$ cat src/rtl/fetch_unit_pkg.sv
// fetch_unit_pkg: shared types and opcode constants for the instruction fetch stage.
package fetch_unit_pkg;
  typedef logic [15:0] addr_t;
  typedef logic [7:0] data_t;
  typedef logic [1:0] ilen_t;
  typedef enum logic [2:0] {IDLE, OPC, OPL, OPH, DONE} fetch_state_t;
  localparam data_t BRK_OP = 8'h00;
  localparam data_t JSR_OP = 8'h20;
  localparam data_t RTI_OP = 8'h40;
  localparam data_t RTS_OP = 8'h60;
endpackage

$ cat src/rtl/fetch_unit_oplen.sv
// oplen_decode: 6502 opcode to instruction length (1..3 bytes).
module oplen_decode
  import fetch_unit_pkg::*;
(
  input  data_t op_i,
  output ilen_t ilen_o
);
  logic [3:0] lo;
  assign lo = op_i[3:0];
  always_comb
    ilen_o = (op_i inside {BRK_OP, RTI_OP, RTS_OP})                ? 2'd1 :
             (op_i == JSR_OP)                                       ? 2'd3 :
             (lo inside {4'hC, 4'hD, 4'hE} || (lo == 4'h9 && op_i[4])) ? 2'd3 :
             (lo inside {4'h8, 4'hA, 4'h3, 4'h7, 4'hB, 4'hF})       ? 2'd1 :
                                                                      2'd2;
endmodule

$ cat src/rtl/fetch_unit.sv
// fetch_unit: 6502 fetch stage; owns the PC and gathers opcode plus operand bytes.
// Define FETCH_REL_EN to resolve relative-branch targets into operand.
module fetch_unit
  import fetch_unit_pkg::*;
#(
  parameter addr_t RESET_PC = 16'h0000,
  parameter int    MEM_LAT  = 1
) (
  input  logic  clk,
  input  logic  rst_n,
  input  logic  fetch,
  input  logic  pc_load,
  input  addr_t pc_load_val,
  input  data_t mem_data,
  output addr_t pc_out,
  output data_t opcode,
  output addr_t operand,
  output ilen_t ilen,
  output logic  busy,
  output logic  ready
);
  localparam logic [1:0] LAT = 2'(MEM_LAT);
  fetch_state_t state_q;
  logic [1:0] wc_q;
  addr_t pc_q, operand_q, pc_d, lo_operand;
  data_t opcode_q;
  ilen_t ilen_q, dec_ilen;
  logic hit;
  oplen_decode u_dec (.op_i(mem_data), .ilen_o(dec_ilen));
  assign pc_d = pc_q + 16'd1;
  assign hit  = wc_q == LAT;
`ifdef FETCH_REL_EN
  // pc_d is the address just past the offset byte, i.e. the branch base
  assign lo_operand = (opcode_q[4:0] == 5'b10000) ? pc_d + {{8{mem_data[7]}}, mem_data}
                                                  : {8'h00, mem_data};
`else
  assign lo_operand = {8'h00, mem_data};
`endif
  always_ff @(posedge clk or negedge rst_n) begin
    if (!rst_n) begin
      state_q   <= IDLE;
      wc_q      <= '0;
      pc_q      <= RESET_PC;
      opcode_q  <= '0;
      operand_q <= '0;
      ilen_q    <= 2'd1;
    end else begin
      case (state_q)
        IDLE, DONE: begin
          if (pc_load) pc_q <= pc_load_val;
          wc_q    <= '0;
          state_q <= fetch ? OPC : IDLE;
        end
        OPC: begin
          wc_q <= hit ? 2'd0 : wc_q + 2'd1;
          if (hit) begin
            opcode_q  <= mem_data;
            ilen_q    <= dec_ilen;
            operand_q <= '0;
            pc_q      <= pc_d;
            state_q   <= (dec_ilen == 2'd1) ? DONE : OPL;
          end
        end
        OPL: begin
          wc_q <= hit ? 2'd0 : wc_q + 2'd1;
          if (hit) begin
            operand_q <= lo_operand;
            pc_q      <= pc_d;
            state_q   <= (ilen_q == 2'd3) ? OPH : DONE;
          end
        end
        OPH: begin
          wc_q <= hit ? 2'd0 : wc_q + 2'd1;
          if (hit) begin
            operand_q[15:8] <= mem_data;
            pc_q            <= pc_d;
            state_q         <= DONE;
          end
        end
        default: state_q <= IDLE;
      endcase
    end
  end
  assign pc_out  = pc_q;
  assign opcode  = opcode_q;
  assign operand = operand_q;
  assign ilen    = ilen_q;
  assign busy    = state_q inside {OPC, OPL, OPH};
  assign ready   = state_q == DONE;
  a_load_busy: assert property (@(posedge clk) disable iff (!rst_n) !(pc_load && busy));
endmodule

$ cat config.mk
export PLATFORM = sky130hd
export DESIGN_NAME = fetch_unit
export DESIGN_NICKNAME = d
export VERILOG_FILES = /design/src/rtl/fetch_unit_pkg.sv /design/src/rtl/fetch_unit_oplen.sv /design/src/rtl/fetch_unit.sv
export SDC_FILE = /design/constraint.sdc
export NUM_CORES = 1
export LEC_CHECK = 0
export BUFFER_PORTS_ARGS = -buffer_cell sky130_fd_sc_hd__buf_2
export CORE_MARGIN = 4
export CORE_UTILIZATION = 38
export CTS_CLUSTER_SIZE = 28
export DETAILED_ROUTE_END_ITERATION = 10
export GPL_TIMING_DRIVEN = 1
export PLACE_DENSITY = 0.62
export SLEW_MARGIN = 20
export SYNTH_ARGS = -nofsm -noshare
export SYNTH_HDL_FRONTEND = slang
export SYNTH_SLANG_ARGS = --single-unit
export TNS_END_PERCENT = 1
$ cat constraint.sdc
create_clock -name clk -period 2.5 [get_ports clk]
set_input_delay 0.25 -clock clk [delete_from_list [all_inputs] [get_ports clk]]
set_output_delay 0.25 -clock clk [all_outputs]
set_load 0.02 [all_outputs]
==> impl_metrics.json, run 1 <==
{
  "status": "complete, no violations",
  "wire_per_inst_um": 15.5,
  "ir_worst_vdd_v": 0.000629,
  "via_count": 2108,
  "slew_headroom_pct": 57.2,
  "grt-ovfl-total": 0,
  "hold_path_class": "primary input to async pin",
  "sw_frac_of_total_pct": 45.7,
  "clk_path_buf_depth": 2,
  "p_seq_share_pct": 33.8,
  "syn-num-nets": 284,
  "clkTransAtPathRegs_ns": 0.09,
  "rsz0062_at_grt": "no",
  "grt_max_degree": 48,
  "yosysSeqAreaShare_pct": 48.9,
  "start_util_pct": 40.0,
  "fp.dieH_um": 87.6,
  "drc_errors": 0,
  "diodes": 0,
  "path_depth": 4,
  "crit_type": "register to output port",
  "worst_path_largest_cell_delay_ns": 0.53,
  "synth_edf_count": 0,
  "grt_pass1_vias": 1986,
  "pwr-share-clk_pct": 15.7,
  "cts-htree-levels": 2,
  "drt_iter0_drc": 124,
  "syn2layout_area_growth_pct": 20.5,
  "first_pass_iters": 4,
  "finalWorstPathRequiredPeriod_ns": 2.02,
  "worstPathCellList": "o21bai_4, inv_2, buf_4, buf_2",
  "finalWorstSetupSlack_ns": 0.482,
  "slew_violations": 0,
  "mostFrequentLayoutCell": "buf_2",
  "final_net_count": 347,
  "skew_ns": 0.00984,
  "seqCellArea_mm2": 0.00118,
  "required_ns": 2.25,
  "clock-sinks": 47,
  "ff2ff_path_depth": 5,
  "post-place-ws_ns": 0.475,
  "finalHoldViolCount": 0,
  "antenna_found_initial": 0,
  "grtUsageTotal_pct": 16.5,
  "drive_above_1_share_pct": 29.8,
  "yosys_warnings": 0,
  "ioPinCount": 72,
  "fill_cells": 591,
  "cts_tree": "yes",
  "io_buffers": 71,
  "p_sw_mw": 1.94,
  "num_rows": 28,
  "synth_ff_type": "dfrtp_1",
  "wirelength_um": 6090,
  "clk_latency_ns": 0.30,
  "power_frac_comb_pct": 50.5,
  "powerDensity_mw_per_mm2": 1460,
  "setup_violations": 0,
  "ys_seq_elements": 47,
  "yosys.cell_types.count": 45,
  "syn_area_per_cell_um2": 9.45,
  "grt_pass1_wl_um": 10100,
  "ant_nets": 0,
  "final.setup.tns_ns": 0,
  "synth_cells": 255,
  "path_buf_inv": 3,
  "multiInputGateArea_mm2": 0.00108,
  "slowest_stage": "dfrtp_1",
  "hpwl_um": 4320,
  "synth-async-reset-ratio_pct": 100,
  "die_x_um": 87.6,
  "gp_routability_congestion": 0.808,
  "leakage_nw": 1.35,
  "crit_family": "buffers and inverters",
  "fmaxAchievable_mhz": 496,
  "internal_power_mw": 2.30,
  "endpoint_kind": "output port",
  "cts-buffers-inserted": 5,
  "fin_crit_sh_pct": 80.7,
  "arrival_ns": 1.77,
  "worstPathMaxFanout": 32,
  "worst_pin_slew_ns": 0.642,
  "p_total_mw": 4.24,
  "startpoint_type": "register",
  "vias_per_cell": 5.35,
  "max_cap_viol_count": 0,
  "core-area_mm2": 0.00603,
  "cts_resized": 0,
  "ctsHoldBuffers": 0,
  "die-area_mm2": 0.00768,
  "root_buffer": "clkbuf_8",
  "netlist_area_mm2": 0.00241,
  "postCtsSetupBuffers": 0,
  "final_cell_mix": "buf_2, dfrtp_1, nand2_1"
}
## per-layer routing
layer | up-vias | track usage [%] | part of all wire [%]
li1 | 1039 | - | -
met1 | 996 | 23.0 | 45
met2 | 64 | 25.3 | 47
met3 | 9 | 3.76 | 6.1
met4 | 0 | 5.44 | 1.5
met5 | - | 0 | 0
## cell families after synthesis
logic type / after synthesis / synth area share [%]
flops: 47 / 48.9
fa+ha+maj: 1 / 0.519
buf+inv: 31 / 6.49
simple gates: 84 / 17.5
mux: 7 / 3.89
compound gates: 85 / 22.7
## sequential cells by signal, indices dropped and copies added, names as in the netlist
name	flops
opcode	8
ilen	2
pc_out	16
operand	16
wc_q	2
state_q	3
## worst paths after layout
kind                            slack [ns]               endpoint                   start
worst max-delay path                  0.48                   busy  state_q[0]$_DFFE_PN0P_
worst min-delay path                  0.03  opcode[5]$_DFFE_PN0P_                   rst_n
worst max register to register        0.49  pc_out[7]$_DFFE_PN0P_  state_q[0]$_DFFE_PN0P_
worst min register to register        0.50  opcode[2]$_DFFE_PN0P_   opcode[2]$_DFFE_PN0P_
max in group asynchronous             2.05    wc_q[0]$_DFFE_PN0P_                   rst_n
min in group clk                      0.19  pc_out[0]$_DFFE_PN0P_          pc_load_val[0]
## stage by stage
stage / cells / area [um^2] / util, % / hold slack [ns]
2_1_floorplan: 255 / 2410 / - / -0.0456
3_3_place_gp: 386 / 2770 / 46.0 / 0.388
3_5_place_dp: 386 / 2770 / 46.0 / 0.387
4_1_cts: 394 / 2900 / 48.2 / 0.0586
5_1_grt: 394 / 2900 / 48.2 / 0.0812
6_report: 394 / 2900 / 48.2 / 0.0345
## power groups by stage
stage	sequential [mW]	combinational, mW	clock (mW)
after floorplan	1.70	1.33	0
after global placement	1.43	2.13	0
after detailed placement	1.44	2.16	0
after CTS	1.43	2.16	0.674
after global routing	1.49	2.38	0.705
final	1.43	2.14	0.664
## final cells by class
type | count | area share [%]
flip-flops and latches | 47 | 40.6
multi-input cells | 177 | 37.1
repair buffers | 73 | 12.8
well taps | 75 | 3.23
clock buffers | 6 | 2.50
clock inverters | 2 | 2.07
inverters | 14 | 1.81
## cells in the mapped netlist, drive strengths merged, types with 3 or more instances
master	instances	area share [%]
nand2	34	5.3
clkbuf	5	0.78
o22ai	9	2.3
nand4	5	1.3
o21ai	31	6.4
and3	3	0.78
and4	3	1.1
a2bb2oi	8	2.9
buf	12	3.5
mux2	7	3.9
nand2b	4	1.7
inv	14	2.2
nor2	9	1.4
a21oi	20	4.2
dfrtp	46	48
nand3	16	3.3
No activity file was read; power rests on OpenSTA's default activity.
==> inputs of run 2 (changes only) <==
--- a/config.mk
+++ b/config.mk
@@ -5,13 +5,14 @@
 export SDC_FILE = /design/constraint.sdc
 export NUM_CORES = 1
 export LEC_CHECK = 0
+export ABC_AREA = 1
 export BUFFER_PORTS_ARGS = -buffer_cell sky130_fd_sc_hd__buf_2
 export CORE_MARGIN = 4
 export CORE_UTILIZATION = 38
 export CTS_CLUSTER_SIZE = 28
 export DETAILED_ROUTE_END_ITERATION = 10
 export GPL_TIMING_DRIVEN = 1
-export PLACE_DENSITY = 0.62
+export PLACE_DENSITY = 0.64
 export SLEW_MARGIN = 20
 export SYNTH_ARGS = -nofsm -noshare
 export SYNTH_HDL_FRONTEND = slang
==> constraint.sdc (replaced) <==
create_clock -name clk -period 1.8 [get_ports clk]
set_input_delay 0.18 -clock clk [delete_from_list [all_inputs] [get_ports clk]]
set_output_delay 0.18 -clock clk [all_outputs]
set_load 0.02 [all_outputs]
==> impl_metrics.json, run 2 <==
{
  "status": "complete, no violations",
  "syn_area_per_cell_um2": 7.27,
  "cts_tree": "yes",
  "syn-num-nets": 378,
  "ioPinCount": 72,
  "mostFrequentLayoutCell": "nand2_1",
  "yosys.cell_types.count": 27,
  "fin_crit_sh_pct": 91.5,
  "syn2layout_area_growth_pct": 23.0,
  "setup_violations": 0,
  "cts-buffers-inserted": 5,
  "synth_ff_type": "dfrtp_1",
  "gp_routability_congestion": 0.874,
  "drive_above_1_share_pct": 23.5,
  "start_util_pct": 39.5,
  "path_depth": 6,
  "leakage_nw": 1.66,
  "wire_per_inst_um": 12.9,
  "root_buffer": "clkbuf_8",
  "slew_violations": 0,
  "hpwl_um": 4890,
  "grtUsageTotal_pct": 16.8,
  "fp.dieH_um": 89.7,
  "synthTopCellsByCount": "nand2_1, nor2_1, dfrtp_1",
  "final_net_count": 458,
  "clock-sinks": 47,
  "final_cell_mix": "nand2_1, buf_2, nor2_1",
  "first_pass_iters": 4,
  "via_count": 2483,
  "ant_nets": 0,
  "worstPathCellList": "inv_2, nand2_2, nand2_4, clkinv_2, buf_4, buf_2",
  "grt-ovfl-total": 0,
  "path_buf_inv": 4,
  "clk_path_buf_depth": 2,
  "final.setup.tns_ns": 0,
  "worstPathMaxFanout": 14,
  "diodes": 0,
  "fmaxAchievable_mhz": 607,
  "core-area_mm2": 0.00642,
  "drt_iter0_drc": 111,
  "worst_pin_slew_ns": 0.608,
  "synth-async-reset-ratio_pct": 100,
  "synth_edf_count": 0,
  "slew_headroom_pct": 59.5,
  "synth_area_leader_cell": "dfrtp_1",
  "synth_cells": 349,
  "wirelength_um": 6560,
  "grt_pass1_vias": 2438,
  "grt_max_degree": 48,
  "crit_family": "buffers and inverters",
  "clkTransAtPathRegs_ns": 0.09,
  "yosys_warnings": 0,
  "ff2ff_path_depth": 10,
  "die_x_um": 89.7,
  "finalHoldViolCount": 0,
  "whs_ns": 0.129,
  "rsz0062_at_grt": "no",
  "vias_per_cell": 4.90,
  "ys_seq_elements": 47,
  "worst_path_largest_cell_delay_ns": 0.41,
  "max_cap_viol_count": 0,
  "cts-htree-levels": 2,
  "yosys-top-cells-area": "dfrtp_1, nand2_1, nor2_1",
  "die-area_mm2": 0.00805,
  "endpoint_kind": "output port",
  "powerDensity_mw_per_mm2": 1870,
  "io_buffers": 71,
  "hold-path-cell-count": 3,
  "antenna_found_initial": 0,
  "postCtsSetupBuffers": 0,
  "startpoint_type": "register",
  "netlist_area_mm2": 0.00254,
  "skew_ns": 0.00645,
  "synth_top_area_share_pct": 45.4,
  "yosysSeqAreaShare_pct": 46.4,
  "finalWorstPathRequiredPeriod_ns": 1.65,
  "required_ns": 1.62,
  "grt_pass1_wl_um": 11400,
  "drc_errors": 0,
  "crit_type": "register to output port",
  "clk_latency_ns": 0.30,
  "num_rows": 29,
  "synth_most_common_cell": "nand2_1",
  "hold_path_class": "primary input to register",
  "arrival_ns": 1.47,
  "slowest_stage": "dfrtp_1",
  "ir_worst_vdd_v": 0.000666
}
-- run 2: changes by cell type after synthesis, sizes merged, moves of 7 or more --
cell	before	now
nand2	34	108
nor2	9	51
inv	14	41
nand3	16	32
a21oi	20	7
o22ai	9	0
a2bb2oi	8	0
mux2	7	0
-- run 2: power breakdown --
group / switching (mW) / leakage [nW] / internal, mW
registers: 0.405 / 0.600 / 1.52
clock network: 0.380 / 0.0587 / 0.421
logic: 2.08 / 0.996 / 1.02
total: 2.87 / 1.66 / 2.96
-- run 2: what timing repair did --
action,in CTS,in global routing
gates resized for setup,0,0
hold buffers,1,0
hold endpoints to repair,46,0
-- run 2: area by class of cell --
class | count | area [um^2]
Fill cell | 647 | 3300
Sequential cell | 47 | 1180
Multi-Input combinational cell | 252 | 1140
Timing Repair Buffer | 81 | 433
Inverter | 42 | 159
Tap cell | 77 | 96.3
Clock buffer | 5 | 68.8
Clock inverter | 3 | 47.5
-- run 2: path summary, 6_finish.rpt --
kind | startpoint | endpoint | slack (ns)
worst min register to register | opcode[5]$_DFFE_PN0P_ | opcode[5]$_DFFE_PN0P_ | 0.48
min in group asynchronous | rst_n | pc_out[3]$_DFFE_PN0P_ | 0.50
worst max-delay path | state_q[0]$_DFFE_PN0P_ | busy | 0.15
worst max register to register | state_q[0]$_DFFE_PN0P_ | pc_out[4]$_DFFE_PN0P_ | 0.16
max in group asynchronous | rst_n | operand[3]$_DFFE_PN0P_ | 0.89
worst min-delay path | fetch | state_q[0]$_DFFE_PN0P_ | 0.13
-- run 2: cells by family (layout without fill, tap and decap cells) --
group | count (synthesis) | count (layout) | share of synthesized area [%]
AOI/OAI and AO/OA | 49 | 49 | 10.6
xor gates and xnor gates | 2 | 2 | 0.690
adders and majority gates | 1 | 1 | 0.493
buffers and inverters | 50 | 131 | 8.68
DFF | 47 | 47 | 46.4
and+or+nand+nor | 200 | 200 | 33.1
-- run 2: layer usage --
metal	GRT usage, %	routed length, um
met1	21.4	2960
met3	5.51	542
met5	0	0
met4	4.60	91
met2	27.4	2970
-- run 2: tightest hold or removal path: cells and delay by family --
family | cells | cell delay (ns)
AND/OR/NAND/NOR | 1 | 0.04
AO/OA/AOI/OAI | 1 | 0.08
buffers and inverters | 1 | 0.08
-- run 2: stage by stage --
stage	total power, mW	instance area (um^2)	instances	setup WS (ns)	utilization [%]
5_1_grt	6.37	3120	507	0.0217	48.6
2_1_floorplan	4.12	2540	349	0.243	-
3_5_place_dp	5.06	3000	498	0.166	46.6
3_3_place_gp	4.98	3000	498	0.280	46.6
4_1_cts	5.88	3120	507	0.145	48.6
6_report	5.82	3120	507	0.153	48.6
